==> config.mk <==
export PLATFORM = sky130hd
export DESIGN_NAME = fetch_queue
export DESIGN_NICKNAME = d
export VERILOG_FILES = /design/src/rtl/fetch_queue.sv
export SDC_FILE = /design/constraint.sdc
export NUM_CORES = 1
export LEC_CHECK = 0
export CAP_MARGIN = 25
export CORE_MARGIN = 2
export CORE_UTILIZATION = 45
export CTS_CLUSTER_DIAMETER = 150
export DETAILED_ROUTE_END_ITERATION = 16
export PLACE_DENSITY_LB_ADDON = 0.25
export SLEW_MARGIN = 25
export SYNTH_ARGS = -nofsm -noshare
export SYNTH_HDL_FRONTEND = slang
export SYNTH_SLANG_ARGS = --single-unit
==> constraint.sdc <==
create_clock -name clk -period 10.55 [get_ports clk]
set_clock_uncertainty 0.05 [all_clocks]
set_input_delay 2.11 -clock clk [delete_from_list [all_inputs] [get_ports clk]]
set_output_delay 2.11 -clock clk [all_outputs]
set_load 0.02 [all_outputs]
==> src/rtl/fetch_queue.sv <==
// fetch_queue: instruction-fetch front end with a DEPTH-entry {pc, inst} buffer.
// Generates sequential PCs, samples the combinational instruction memory, and
// presents the oldest buffered entry to ID over a valid/ready handshake.
//
// Handshake: id_valid is high whenever the queue holds at least one entry and
// does not depend on id_ready; an entry is consumed at a rising edge where
// id_valid & id_ready are both high. A redirect flushes the queue and restarts
// fetch at the word-aligned target; it overrides push and pop in that cycle.
module fetch_queue #(
   parameter int                     ADDR_LEN  = 32,
   parameter int                     INSTR_LEN = 32,
   parameter int                     DEPTH     = 4,
   parameter logic [ADDR_LEN-1:0]    RESET_PC  = '0,
   parameter int                     PC_STEP   = 4
) (
   input  logic                      clk,
   input  logic                      rst,
   input  logic                      fetch_en,
   output logic [ADDR_LEN-1:0]       imem_addr,
   input  logic [INSTR_LEN-1:0]      imem_inst,
   input  logic                      redirect_valid,
   input  logic [ADDR_LEN-1:0]       redirect_pc,
   output logic                      id_valid,
   input  logic                      id_ready,
   output logic [ADDR_LEN-1:0]       id_pc,
   output logic [INSTR_LEN-1:0]      id_inst,
   output logic [$clog2(DEPTH):0]    count,
   output logic                      full
);

   localparam int                  PTR_W    = $clog2(DEPTH);
   localparam int                  CNT_W    = PTR_W + 1;
   localparam logic [CNT_W-1:0]    FULL_CNT = CNT_W'(DEPTH);
   localparam logic [ADDR_LEN-1:0] STEP     = ADDR_LEN'(PC_STEP);

   logic [ADDR_LEN-1:0]  pc_q   [DEPTH];
   logic [INSTR_LEN-1:0] inst_q [DEPTH];
   logic [ADDR_LEN-1:0]  fetch_pc;
   logic [PTR_W-1:0]     rd_ptr;
   logic [PTR_W-1:0]     wr_ptr;
   logic [CNT_W-1:0]     cnt;
   logic                 pop;
   logic                 push;
   logic [ADDR_LEN-1:0]  redirect_target;
   logic                 unused_low_bits;

   // Redirect targets are forced to a word boundary; the low bits are dropped.
   assign redirect_target = {redirect_pc[ADDR_LEN-1:2], 2'b00};
   assign unused_low_bits = ^redirect_pc[1:0];

   // A push while full is only allowed when the head leaves in the same cycle.
   assign pop  = id_valid & id_ready;
   assign push = fetch_en & ~redirect_valid & (~full | pop);

   assign imem_addr = fetch_pc;
   assign count     = cnt;
   assign full      = (cnt == FULL_CNT);
   assign id_valid  = (cnt != '0);

   // Head entry is gated to zero when the queue is empty.
   always_comb begin
      id_pc   = '0;
      id_inst = '0;
      if (id_valid) begin
         id_pc   = pc_q[rd_ptr];
         id_inst = inst_q[rd_ptr];
      end
   end

   // Fetch PC, pointers and occupancy; reset beats redirect beats push/pop.
   always_ff @(posedge clk) begin
      if (rst) begin
         fetch_pc <= RESET_PC;
         rd_ptr   <= '0;
         wr_ptr   <= '0;
         cnt      <= '0;
      end else if (redirect_valid) begin
         fetch_pc <= redirect_target;
         rd_ptr   <= '0;
         wr_ptr   <= '0;
         cnt      <= '0;
      end else begin
         if (push) begin
            wr_ptr   <= wr_ptr + PTR_W'(1);
            fetch_pc <= fetch_pc + STEP;
         end
         if (pop) begin
            rd_ptr <= rd_ptr + PTR_W'(1);
         end
         case ({push, pop})
            2'b10:   cnt <= cnt + CNT_W'(1);
            2'b01:   cnt <= cnt - CNT_W'(1);
            default: cnt <= cnt;
         endcase
      end
   end

   // Entry storage; written only on an accepted push, never during reset.
   always_ff @(posedge clk) begin
      if (!rst && push) begin
         pc_q[wr_ptr]   <= fetch_pc;
         inst_q[wr_ptr] <= imem_inst;
      end
   end

endmodule

* Yosys cells after proc, flatten, opt, wreduce, memory -nomap -nowiden
Memories as Yosys holds them, arrays and structs flattened. A register that Yosys moved wholly into a read port is not among the register bits.
Index checks and enable logic that the tools add are counted.
** Cells by class
- Add/subtract/negate cells :: 5
- Equality and inequality tests :: 3
- Multiplexer cells :: 11
- Bitwise logic cells :: 6
- Reductions and logical operators :: 6
** Operator list (number)
- 32-bit 2-to-1 mux :: 4
- 32-bit by 3-bit adder with 32-bit output, second input constant :: 1
- 2-bit 2-to-1 mux :: 4
- 3-bit case mux with 2 select lines :: 1
- 2-bit by 1-bit adder with 2-bit output, second input constant :: 2
- 2-bit nonzero test :: 2
- 3-bit by 1-bit adder with 3-bit output, second input constant :: 1
- 1-bit bitwise AND :: 3
- 3-bit equality test, second input constant :: 1
- 3-bit nonzero test :: 1
- 3-bit by 1-bit subtractor with 3-bit output, second input constant :: 1
- 2-bit by 1-bit equality test with 1-bit output, second input constant :: 1
- 2-bit equality test, second input constant :: 1
- 1-bit 2-to-1 mux :: 2
- 1-bit inverter :: 2
- 2-bit OR reduction :: 1
- 1-bit logical AND :: 1
- 1-bit logical NOT :: 1
- 1-bit bitwise OR :: 1
** Word-level totals
- Register bits :: 39
- Memory bits (writable) :: 256
- Input port bits :: 69
- Output and inout bits :: 101
- Word-level logic and storage cells :: 38
- Memories :: 2
** Memory list
- inst_q :: words 4, width 32, rd ports 1, clocked after memory_dff 1, write ports 1, line 37 : logic [INSTR_LEN-1:0] inst_q [DEPTH];
- pc_q :: words 4, width 32, rd ports 1, clocked after memory_dff 1, write ports 1, line 36 : logic [ADDR_LEN-1:0] pc_q [DEPTH];

* Longest topological paths before layout
- Word-level depth :: 7
- Depth in mapped cells :: 10

* Worst setup path before layout
No wires, ideal clock.
- Path type :: input to register
- Start :: input port redirect_valid
- End :: memory inst_q[0][0], enable pin
- Library setup time :: 0.427 ns
- Arrival :: 4.697 ns
- Slack :: 5.377 ns
- Stages on the path :: 8
- Buffers on the path :: 4
- Cell sequence :: buf_2 > nand2b_1 > buf_2 > or2_1 > buf_4 > buf_2 > nor2_1 > and2_1
** Between the ends
- Cells in the longest elaborated chain, start to end :: 6
** RTL lines
- from (decl) :: line 21 : input logic redirect_valid,
- 1-bit inverter :: line 53 : assign push = fetch_en & ~redirect_valid & (~full | pop);
- 1-bit bitwise AND (2 in a row) :: line 53
- 1-bit logical AND :: line 100 : if (!rst && push) begin
- 1-bit 2-to-1 mux :: line 100
- 1-bit 2-to-1 mux (implied by the code) :: line 102 : inst_q[wr_ptr] <= imem_inst;
- to (decl) :: line 37
Every way passes these cells.

==> flow_summary.yaml <==
drt:
  wire_per_inst_um: 21.0
  vias: 6712
  via_per_inst: 5.62
  routed_wl_um: 25100
  drt_iter0_markers: 497
  drc: 0
  firstDrtPassIters: 6
  ant_nets: 0
global_routing:
  grt_pass1_wl_um: 38700
  grt_use_total: 0.186
  first_global_vias: 7039
  antenna_found_initial: 0
  grt_max_degree: 67
  grt_overflow: 0
synthesis:
  yosysUniqueCellTypes: 59
  synth_top_area_cell: "edfxtp_1"
  synth_common_cells: "248 x edfxtp_1, 71 x and2_1, 62 x mux4_2"
  avgSynthCellArea_um2: 17.0
  synth_area_mm2: 0.0116
  synth_most_common_cell: "edfxtp_1"
  ys_seq_area_frac: 0.707
  syn_inst: 683
  yosysTopAreaCellShare: 0.640
  synth.area.top_cells: "edfxtp_1 64%, mux4_2 12%, dfxtp_1 6.7%"
  synth_edf_count: 248
  synth_warnings: 0
  synth_flop_cell: "edfxtp_1"
  ys_seq_elements: 287
  ys_async_sr_fraction: 0
finish:
  syn2layout_area_growth_pct: 25.0
  nets: 917
  fin_cells: 1194
  fin_util: 0.576
  n_antenna_cell: 0
  drive_gt1_frac: 0.152
die:
  fp.dieH_um: 165
  core_area_mm2: 0.0253
  dieArea_mm2: 0.0271
  start_util: 0.461
  io_pins: 170
  die_w_um: 165
  num_rows: 58
sta:
  setup_tns_ns: 0
  whs_ns: 0.458
  finalCritPeriodShare: 0.521
  hold_viol: 0
  fin_crit_ns: 5.49
  rsz0062_at_grt: "false"
  fmax_mhz: 182
  setup_viol: 0
  slew_violations: 0
  worstMarginPinSlew_ns: 1.02
  max_slew_margin: 0.323
clocking:
  cts-root-buf: "clkbuf_16"
  clockBufferDepth: 3
  clk_pin_slew_ns: 0.06
  cts_sinks: 287
  clock_latency_ns: 0.52
  cts_buffers: 28
  cts_resized: 0
  cts_tree: "yes"
  ctsHtreeMaxLevel: 1
  cts_hold_buf: 0
  post_cts_buffers: 0
power:
  p_total_mw: 2.49
  power.leakage_nw: 4.63
  powerDensity_mw_per_mm2: 171
  irDropWorstVdd_mv: 0.104
setup_path:
  critPathMaxFanout: 41
  worstReg2RegStart: "count[0]$_SDFFE_PP0P_"
  cp-end-kind: "output port"
  cp_data_required_time_ns: 8.39
  crit_arrival_ns: 3.33
  start_kind: "flop"
  worstSetupPathType: "flop to output port"
min_path:
  hp-class: "flop to flop"
  hold_path_startpoint: "wr_ptr[1]$_SDFFE_PP0P_"
place:
  io_buffers: 163
  hpwlAfterDp_um: 14500
  gp_congestion: 0.829
  dpl.cell_count: 1140
status:
  status: "finished clean"
flow_run:
  drv_cap: 0
-- layer usage --
layer / global-route usage / share of wire / vias to the layer above
li1: - / - / 3015
met2: 0.316 / 0.49 / 269
met1: 0.251 / 0.42 / 3384
met4: 0.0486 / 0.020 / 0
met5: 0 / 0 / -
met3: 0.0331 / 0.071 / 44
-- kinds of logic after synthesis --
logic type,after synthesis,share of synthesized area
AOI/OAI and AO/OA,78,0.0438
xor gates and xnor gates,9,0.00678
adders and majority gates,6,0.00710
buffers and inverters,57,0.0213
DFF,287,0.707
muxes,63,0.121
other,1,0.000322
and+or+nand+nor,182,0.0922
-- flip-flops by register name (all words and copies together) (netlist names), named ones only --
| signal | flops |
|---|---|
| inst_q | 128 |
| pc_q | 120 |
| imem_addr | 30 |
| count | 3 |
| rd_ptr | 2 |
| wr_ptr | 2 |
-- per-stage QoR --
| step | setup WS, ns | instance area [um2] |
|---|---|---|
| 2_1_floorplan | 5.38 | 11600 |
| 3_3_place_gp | 5.21 | 13500 |
| 3_5_place_dp | 5.09 | 13500 |
| 4_1_cts | 4.91 | 14500 |
| 6_report | 5.06 | 14500 |
| 5_1_grt | 4.77 | 14500 |
-- power breakdown --
part | internal (mW) | leakage (nW) | switching (mW) | total (mW)
clock | 0.607 | 0.472 | 0.410 | 1.02
combinational | 0.0958 | 1.57 | 0.0992 | 0.195
sequential | 1.25 | 2.59 | 0.0237 | 1.27
total | 1.95 | 4.63 | 0.533 | 2.49
-- layout by cell type (no fill, tap or decap), types with 5 or more instances in the layout --
cell / instances
inv_1: 13
and2_1: 67
dfxtp_1: 37
mux4_2: 62
xor2_1: 7
edfxtp_1: 248
o21ai_0: 8
a31oi_1: 19
nor2_1: 24
and4_1: 5
nand3_1: 15
or3_1: 8
o21ai_1: 6
ha_1: 5
clkbuf_16: 29
nand4_1: 10
clkinv_2: 9
a22oi_1: 5
buf_4: 5
nand2_1: 25
a21oi_1: 16
clkdlybuf4s50_1: 163
-- worst paths after layout --
check                       endpoint  slack, ns  cells after the start
max                        id_pc[21]       5.06                      4
min reg2reg   wr_ptr[1]$_SDFFE_PP0P_       0.46                      2
max reg2reg  inst_q[3][23]$_DFFE_PP_       7.58                      5
min           wr_ptr[1]$_SDFFE_PP0P_       0.46                      2
-- worst max-delay path: stages (launching register included) --
cell and delay (ns):
dfxtp_4 0.68, buf_4 0.76, mux4_2 0.58, and2_1 0.16, clkdlybuf4s50_1 0.60
-- final cells by class --
type | instances | area, um2
multi-input cells | 342 | 3180
fillers | 1936 | 10700
well taps | 330 | 413
inverters | 13 | 48.8
clock buffers | 33 | 751
flip-flops and latches | 287 | 8240
repair buffers | 170 | 1710
clock inverters | 19 | 205
(Power assumes the default switching activity.)
